===== src/rtl/arm_pkg.sv =====
// Shared types and helpers for the ARM immediate encoder: field widths, FSM state enum, rotate-left.
package arm_pkg;
  localparam int SHIFT_OPERAND_W = 12;
  localparam int ROT_W           = 4;
  localparam int IMM8_W          = 8;

  typedef enum logic [1:0] {
    ST_IDLE   = 2'd0,
    ST_SEARCH = 2'd1,
    ST_DONE   = 2'd2
  } enc_state_t;

  // A zero amount returns the value untouched so no path ever shifts by 32.
  function automatic logic [31:0] rol32(input logic [31:0] v, input logic [4:0] sh);
    logic [5:0] back;
    back = 6'd32 - {1'b0, sh};
    if (sh == 5'd0) return v;
    return (v << sh) | (v >> back);
  endfunction
endpackage


===== src/rtl/arm_imm_encoder_if.sv =====
// Request/result handshake bundle between the instruction assembler and the immediate encoder.
interface arm_imm_encoder_if;
  logic                                 in_valid;
  logic                                 in_ready;
  logic [31:0]                          in_value;
  logic                                 out_valid;
  logic                                 out_ready;
  logic                                 out_found;
  logic [arm_pkg::SHIFT_OPERAND_W-1:0]  out_shift_operand;
  logic                                 out_inverted;

  modport master (
    output in_valid, in_value, out_ready,
    input  in_ready, out_valid, out_found, out_shift_operand, out_inverted
  );

  modport slave (
    input  in_valid, in_value, out_ready,
    output in_ready, out_valid, out_found, out_shift_operand, out_inverted
  );
endinterface


===== src/rtl/arm_imm_rot_check.sv =====
// One rotation lane: does value ROL 2*rot fit in eight bits, and what is that byte.
module arm_imm_rot_check
  import arm_pkg::*;
(
  input  logic [31:0]       value,
  input  logic [ROT_W-1:0]  rot,
  output logic              hit,
  output logic [IMM8_W-1:0] imm8
);
  logic [31:0] rotated;

  assign rotated = rol32(value, {rot, 1'b0});
  assign hit     = (rotated[31:8] == 24'd0);
  assign imm8    = rotated[7:0];
endmodule


===== src/rtl/arm_imm_encoder.sv =====
// Multi-cycle search for the ARM {rotate_imm, imm8} encoding of a 32-bit constant.
// Optional second pass on the inverted value when ARM_IMM_ENC_INVERT_EN is defined.
//
// state  | meaning
// IDLE   | ready for a request, in_ready high
// SEARCH | testing CHECKS_PER_CYCLE rotations per cycle, group by group
// DONE   | result presented with out_valid until out_ready
module arm_imm_encoder
  import arm_pkg::*;
#(
  parameter int CHECKS_PER_CYCLE = 1
) (
  input logic               clk,
  input logic               rst_n,
  arm_imm_encoder_if.slave  bus
);
  localparam int               NUM_GROUPS = 16 / CHECKS_PER_CYCLE;
  localparam logic [ROT_W-1:0] LAST_GROUP = ROT_W'(NUM_GROUPS - 1);

  enc_state_t                 state, state_nxt;
  logic [31:0]                value_q;
  logic [31:0]                test_value;
  logic [ROT_W-1:0]           group;
  logic                       found_q;
  logic [SHIFT_OPERAND_W-1:0] shift_q;
  logic                       inverted_q;
  logic                       pass;
  logic                       final_pass;

  logic [CHECKS_PER_CYCLE-1:0] lane_hit;
  logic [ROT_W-1:0]            lane_rot [CHECKS_PER_CYCLE];
  logic [IMM8_W-1:0]           lane_imm [CHECKS_PER_CYCLE];
  logic                        any_hit;
  logic [ROT_W-1:0]            sel_rot;
  logic [IMM8_W-1:0]           sel_imm;

`ifdef ARM_IMM_ENC_INVERT_EN
  logic pass_q;

  always_ff @(posedge clk) begin
    if (!rst_n) begin
      pass_q <= 1'b0;
    end else if (state == ST_IDLE && bus.in_valid) begin
      pass_q <= 1'b0;
    end else if (state == ST_SEARCH && !any_hit && group == LAST_GROUP && !pass_q) begin
      pass_q <= 1'b1;
    end
  end

  assign pass       = pass_q;
  assign final_pass = pass_q;
`else
  assign pass       = 1'b0;
  assign final_pass = 1'b1;
`endif

  assign test_value = pass ? ~value_q : value_q;

  for (genvar i = 0; i < CHECKS_PER_CYCLE; i++) begin : g_lane
    assign lane_rot[i] = group * ROT_W'(CHECKS_PER_CYCLE) + ROT_W'(i);
    arm_imm_rot_check u_chk (
      .value (test_value),
      .rot   (lane_rot[i]),
      .hit   (lane_hit[i]),
      .imm8  (lane_imm[i])
    );
  end

  // Walk lanes high to low so the lowest hitting rotation is the one left standing.
  always_comb begin
    any_hit = 1'b0;
    sel_rot = '0;
    sel_imm = '0;
    for (int i = CHECKS_PER_CYCLE - 1; i >= 0; i--) begin
      if (lane_hit[i]) begin
        any_hit = 1'b1;
        sel_rot = lane_rot[i];
        sel_imm = lane_imm[i];
      end
    end
  end

  always_ff @(posedge clk) begin
    if (!rst_n) state <= ST_IDLE;
    else        state <= state_nxt;
  end

  always_comb begin
    state_nxt = state;
    case (state)
      ST_IDLE:   if (bus.in_valid) state_nxt = ST_SEARCH;
      ST_SEARCH: if (any_hit || (group == LAST_GROUP && final_pass)) state_nxt = ST_DONE;
      ST_DONE:   if (bus.out_ready) state_nxt = ST_IDLE;
      default:   state_nxt = ST_IDLE;
    endcase
  end

  always_comb begin
    bus.in_ready  = 1'b0;
    bus.out_valid = 1'b0;
    case (state)
      ST_IDLE: bus.in_ready  = 1'b1;
      ST_DONE: bus.out_valid = 1'b1;
      default: ;
    endcase
  end

  always_ff @(posedge clk) begin
    if (!rst_n) begin
      value_q    <= '0;
      group      <= '0;
      found_q    <= 1'b0;
      shift_q    <= '0;
      inverted_q <= 1'b0;
    end else begin
      case (state)
        ST_IDLE: begin
          if (bus.in_valid) begin
            value_q <= bus.in_value;
            group   <= '0;
          end
        end
        ST_SEARCH: begin
          if (any_hit) begin
            found_q    <= 1'b1;
            shift_q    <= {sel_rot, sel_imm};
            inverted_q <= pass;
          end else if (group == LAST_GROUP) begin
            group <= '0;
            if (final_pass) begin
              found_q    <= 1'b0;
              shift_q    <= '0;
              inverted_q <= 1'b0;
            end
          end else begin
            group <= group + ROT_W'(1);
          end
        end
        default: ;
      endcase
    end
  end

  assign bus.out_found         = found_q;
  assign bus.out_shift_operand = shift_q;
  assign bus.out_inverted      = inverted_q;
endmodule


===== src/flat_wrapper.sv =====
// flat-port wrapper written by rule: the top's interface ports become plain ports
module arm_imm_encoder_flat import arm_pkg::*;
#(
  parameter int CHECKS_PER_CYCLE = 1
)
  (clk, rst_n, bus_in_valid, bus_in_value, bus_out_ready, bus_in_ready, bus_out_valid, bus_out_found, bus_out_shift_operand, bus_out_inverted);
  arm_imm_encoder_if bus_i ();
  input logic clk;
  input logic rst_n;
  input wire logic [$bits(bus_i.in_valid)-1:0] bus_in_valid;
  input wire logic [$bits(bus_i.in_value)-1:0] bus_in_value;
  input wire logic [$bits(bus_i.out_ready)-1:0] bus_out_ready;
  output wire logic [$bits(bus_i.in_ready)-1:0] bus_in_ready;
  output wire logic [$bits(bus_i.out_valid)-1:0] bus_out_valid;
  output wire logic [$bits(bus_i.out_found)-1:0] bus_out_found;
  output wire logic [$bits(bus_i.out_shift_operand)-1:0] bus_out_shift_operand;
  output wire logic [$bits(bus_i.out_inverted)-1:0] bus_out_inverted;
  assign bus_i.in_valid = bus_in_valid;
  assign bus_i.in_value = bus_in_value;
  assign bus_i.out_ready = bus_out_ready;
  assign bus_in_ready = bus_i.in_ready;
  assign bus_out_valid = bus_i.out_valid;
  assign bus_out_found = bus_i.out_found;
  assign bus_out_shift_operand = bus_i.out_shift_operand;
  assign bus_out_inverted = bus_i.out_inverted;
  arm_imm_encoder #(.CHECKS_PER_CYCLE(CHECKS_PER_CYCLE)) u_core (.clk(clk), .rst_n(rst_n), .bus(bus_i));
endmodule

===== config.mk =====
export PLATFORM = sky130hd
export DESIGN_NAME = arm_imm_encoder_flat
export DESIGN_NICKNAME = d
export VERILOG_FILES = /design/src/rtl/arm_pkg.sv /design/src/rtl/arm_imm_encoder_if.sv /design/src/rtl/arm_imm_rot_check.sv /design/src/rtl/arm_imm_encoder.sv /design/src/flat_wrapper.sv
export SDC_FILE = /design/constraint.sdc
export NUM_CORES = 1
export LEC_CHECK = 0
export BUFFER_PORTS_ARGS = -buffer_cell sky130_fd_sc_hd__buf_4
export CAP_MARGIN = 15
export CORE_AREA = 2 2 156 128
export DETAILED_ROUTE_END_ITERATION = 12
export DIE_AREA = 0 0 158 130
export PLACE_DENSITY_LB_ADDON = 0.12
export SYNTH_ARGS = -nofsm -noshare
export SYNTH_HDL_FRONTEND = slang
export SYNTH_HIERARCHICAL = 1
export SYNTH_SLANG_ARGS = --single-unit
export TNS_END_PERCENT = 100

===== constraint.sdc =====
create_clock -name clk -period 4 [get_ports clk]
set_input_delay 0.8 -clock clk [delete_from_list [all_inputs] [get_ports clk]]
set_output_delay 0.8 -clock clk [all_outputs]
set_load 0.02 [all_outputs]

After elaboration in Yosys (flattened, before gate mapping):

Cells that the tools add are included.
Widths: inputs -> output; s select.

* bits in registers: 52
* latch bits: 0
* memory bits (writable): 0
* bits in read-only memories: 0
* input bits: 36
* output and inout bits: 16
* logic and storage cells: 49
* memories: 0

* add/subtract/negate cells: 2
* multiply operators: 0
* divide/modulo/power cells: 0
* $lt $le $gt $ge: 0
* equal/unequal tests: 7
* shift operators: 2
* mux-type cells: 21
* bitwise logic cells: 1
* reductions and logical operators: 10

Operators with widths (number)
* $mux 32: 2
* $or 32x32->32: 1
* $shl 32x5->32: 1
* $shr 32x6->32: 1
* $logic_not 24->1: 1
* $mux 12: 2
* $mux 4: 4
* $mux 8: 1
* $pmux 4 s2: 1
* $mux 1: 7
* $mux 2: 3
* $ne 2x2->1 const B: 3
* $pmux 2 s3: 1
* $reduce_and 3->1: 2
* $sub 6x5->6 const A: 1
* $add 4x1->4 const B: 1
* $eq 4x4->1 const B: 1
* $logic_not 4->1: 1
* $reduce_and 2->1: 2
* $reduce_bool 2->1: 2
* $eq 2x1->1 const B: 1
* $eq 2x2->1 const B: 1
* $logic_not 2->1: 1
* $ne 2x1->1 const B: 1
* $logic_or 1x1->1: 1

Longest topological paths before layout:

* depth in word-level cells: 9
* mapped depth: 19
* mapped depth without buffers: 13

By module:

The synthesis kept the hierarchy.

Modules (own cells, without submodules)
* arm_imm_rot_check: instances 1, cells an instance 347, area an instance 2705.1 µm², seq. area each 0.0 µm²
* arm_imm_encoder: instances 1, cells an instance 216, area an instance 1964.4 µm², seq. area each 1021.0 µm²

Worst setup path before layout:

OpenSTA, ideal clock, no wires.

* kind: reg2reg
* start point: register u_core.group[0]
* end point: register u_core.shift_q[9], in the netlist u_core/bus.out_shift_operand[9]
* library setup time: 0.117 ns
* arrival time: 3.651 ns
* required time: 3.883 ns
* slack: 0.233 ns
* stages on the path, launching flop included: 19
* buffers on the path: 5
* period minus slack after synthesis: 3.767 ns
* cell sequence: dfxtp_1 > buf_4 > inv_2 > buf_2 > ha_1 > buf_2 > inv_1 > buf_2 > mux4_2 > a22oi_1 > nand3_1 > a22oi_1 > nand4_1 > nor4_2 > a31oi_2 > nor2_2 > nor2b_2 > buf_6 > a22o_1

* cells in the longest elaborated chain, start to end: 8
* elaborated cells between the ends (all ways): 14
* classes of those cells: add/sub (1); eq/ne (1); shift (2); mux (5); bitwise (1); reduce/logical (4)

RTL lines
* start, declared: RTL line arm_imm_encoder.sv:23 `logic [ROT_W-1:0] group;`
* start signal, assigned: RTL line arm_imm_encoder.sv:136 `group <= group + ROT_W'(1);`
* $sub 6x5->6: RTL line arm_pkg.sv:16 `back = 6'd32 - {1'b0, sh};`
* $shr 32x6->32: RTL line arm_pkg.sv:18 `return (v << sh) | (v >> back);`
* $or 32x32->32: RTL line arm_pkg.sv:18
* $mux 32 (*): RTL line arm_pkg.sv:18
* $logic_not 24->1 (*): RTL line arm_imm_rot_check.sv:13 `assign hit = (rotated[31:8] == 24'd0);`
* $mux 1 (*): RTL line arm_imm_encoder.sv:75 `if (lane_hit[i]) begin`
* via u_core.any_hit: RTL line arm_imm_encoder.sv:33 `logic any_hit;`
* $reduce_bool 2->1 (no line)
* $reduce_and 2->1 (no line)
* end signal, assigned: RTL line arm_imm_encoder.sv:126 `shift_q <= {sel_rot, sel_imm};`
* end, declared: RTL line arm_imm_encoder.sv:25 `logic [SHIFT_OPERAND_W-1:0] shift_q;`

Mark *: on every way through the listed nets, which the timed path passes. The rest lies on a longest branch.
A chain may end at the register's enable or synchronous reset.

Worst setup path after layout:

* start point: register u_core.group[0]
* end point: register u_core.shift_q[4], in the netlist u_core/bus.out_shift_operand[4]

Same word-level chain as after synthesis.

==> flow_summary.ini <==
[routing]
wire_per_inst_microns = 19.8
vias_per_cell = 5.29
drt_pre_antenna_iters = 5
drt-initial-drc-count = 424
routed_wl_mm = 17.3
vias = 4625
ant_nets = 0
drc = 0

[placed_design]
place_congestion = 0.917
portBuffers = 50
dp_hpwl_mm = 13.1
dpl.cell_count = 866

[floorplan]
io_pins = 52
dieArea_sq_mm = 0.0205
initial_utilization = 0.243
die_x_microns = 158
rows = 46
core_sq_mm = 0.0192
die_h_microns = 130

[pwr]
p_total_mw = 1.71
power_density_mw_per_mm2 = 310
peakVddDrop_v = 0.000158
cellLeakagePower_nw = 2.03

[clock_network]
cts_buffer_depth = 2
cts_resized = 0
post_cts_buffers = 0
clk_transition_reported_paths_ns = 0.07
cts.htree.levels = 2
clock_sinks = 51
cts_tree = done
ctsHoldBuffers = 0
ctsRootBufferMaster = clkbuf_16
cts_made_buffers = 5
clk_latency_ns = 0.31

[synth]
syn_avg_cell_area_sq_um = 8.29
synthCells = 563
synthesis.area_sq_mm = 0.00467
synth_ff_type = dfxtp_1
synth_top_area_frac = 0.219
ys_seq_area_frac = 0.219
ys_ff_latch = 51
synthArstFlopShare = 0
yosys-top-cells-area = dfxtp_1, mux4_2, nand2_1
ys_types = 71
synth_edf_count = 0
yosysTopAreaCell = dfxtp_1
ys_warn_count = 6
syn-num-nets = 601

[timing]
setup_viol = 0
rsz0062_at_grt = no
setup_tns_ns = 0
min_period_over_period = 0.915
finalMaxSlewViolations = 0
tightest_slew_ns = 1.11
slew_headroom = 0.261
clock.fmax_mhz = 273
finalHoldViolCount = 0
fin_skew_ns = 0.00647
period_needed_ns = 3.66

[worst_setup_path]
path_cells = inv_2, ha_1, xnor2_4, mux4_2, mux2i_1, buf_4, a221oi_1, a21oi_1, nand2_1, nor4_2, buf_4, a31oi_2, nor2_2, nor2b_2, buf_12, a22o_1
endpoint_kind = flip-flop
crit_arrival_ns = 3.86
crit_path_top_delay_cell = xnor2_4
startpoint_type = flip-flop
critPathMaxFanout = 17
worstSetupPathType = flip-flop to flip-flop
slowest_delay_ns = 0.55
cp.required_ns = 4.20
cpMostUsedCell = buf_4

[global_route]
grt_usage = 0.174
grt_max_degree = 77
grt_pass1_wl_mm = 27.1
grt_remaining_overflow = 0
grt_pass1_vias = 4370
antenna_found_initial = 0

[flow_run]
drv_cap = 0

[cells_and_area]
syn2layout_area_growth_pct = 18.1
nets = 647
instances_no_fill = 874
nFillCells = 2105
regArea_sq_mm = 0.00102
drive_above_1_share = 0.244
diodes = 0
multiInputGateArea_sq_mm = 0.00333

[min_path]
hold_class = flip-flop to flip-flop

[outcome]
status = completed
[power breakdown]
part / internal, mW / leakage, nW / total (mW) / switching (mW)
combinational: 0.296 / 1.54 / 0.687 / 0.391
clock: 0.233 / 0.0740 / 0.447 / 0.214
sequential: 0.530 / 0.417 / 0.579 / 0.0485
total: 1.06 / 2.03 / 1.71 / 0.653
[layout make-up]
class / count / area share
Inverter: 6 / 0.00408
Multi-Input combinational cell: 460 / 0.604
Clock inverter: 3 / 0.00340
Sequential cell: 51 / 0.186
Clock buffer: 5 / 0.0227
Timing Repair Buffer: 85 / 0.120
Tap cell: 264 / 0.0599
[worst max-delay path, delay by kind of cell, from the launching register on]
kind	cells	cell delay [ns]
xor gates and xnor gates	1	0.55
buffers and inverters	4	0.56
AOI/OAI and AO/OA	4	0.49
muxes	2	0.62
adders and majority gates	1	0.26
and+or+nand+nor	4	0.68
DFF	1	0.37
[sequential cells by signal, summed over array words and instances (netlist names)]
name                          count
u_core/bus.out_found              1
u_core/bus.out_shift_operand     12
u_core/group                      4
u_core/state                      2
u_core/test_value                32
[cells in the mapped netlist (5+ instances only)]
cell	number
nand2_1	103
dfxtp_1	51
nor2_1	44
a21oi_1	32
mux4_2	31
mux2i_1	25
o21ai_0	21
a21boi_0	20
buf_2	16
nor3_1	14
a21boi_1	13
a22o_1	13
clkbuf_1	13
nor2b_1	12
a22oi_1	8
buf_4	8
buf_6	8
nand3_1	7
o211ai_1	7
a211oi_1	6
a221oi_1	6
nand2b_1	6
nor4_1	6
nor4b_1	6
o22ai_1	6
or2_1	5
[layer usage]
layer	track usage	wire, microns	vias up
met4	0.0397	182	0
li1	-	-	2191
met3	0.0342	1140	11
met2	0.245	7240	169
met5	0	0	-
met1	0.269	8730	2254
[kinds of logic after synthesis]
logic type	after synthesis	share of synthesized area
flip-flops	51	0.219
buffers and inverters	52	0.0678
other	1	0.000803
AO/OA/AOI/OAI	162	0.242
XOR/XNOR	4	0.0115
adder cells (fa/ha/maj)	2	0.00536
AND/OR/NAND/NOR	231	0.241
multiplexers	60	0.213
[worst paths after layout]
path,start,end,slack (ns),depth (start not counted)
max,u_core/group[0],u_core/bus.out_shift_operand[4],0.34,16
min reg2reg,u_core/bus.out_shift_operand[1],u_core/bus.out_shift_operand[1],0.49,1
min,u_core/bus.out_shift_operand[1],u_core/bus.out_shift_operand[1],0.49,1
max reg2reg,u_core/group[0],u_core/bus.out_shift_operand[4],0.34,16
[cells in the final DEF, fill, tap and decap left out, types with 5 or more instances in the layout]
cell type / instances
a21boi_0: 20
a21boi_1: 13
nor3_1: 14
mux2i_1: 25
a22o_1: 13
o211ai_1: 7
o21ai_0: 21
nor2_1: 44
nor2b_1: 12
mux4_2: 31
buf_4: 83
a22oi_1: 8
nand2_1: 103
a211oi_1: 6
nand3_1: 7
dfxtp_1: 50
nor4b_1: 6
clkbuf_16: 5
o22ai_1: 6
or2_1: 5
nand2b_1: 6
a221oi_1: 6
nor4_1: 6
a21oi_1: 32
[stage by stage]
| step | hold WS (ns) | area (sq um) | utilization | setup WS (ns) |
|---|---|---|---|---|
| after detailed placement | 0.474 | 5370 | 0.279 | 0.345 |
| after CTS | 0.493 | 5520 | 0.287 | 0.309 |
| after global placement | 0.470 | 5370 | 0.279 | 0.356 |
| after floorplan | 0.474 | 4670 | - | 0.233 |
| after global routing | 0.512 | 5520 | 0.287 | 0.0872 |
| final | 0.492 | 5520 | 0.287 | 0.341 |
No activity file was read; power rests on OpenSTA's default activity.
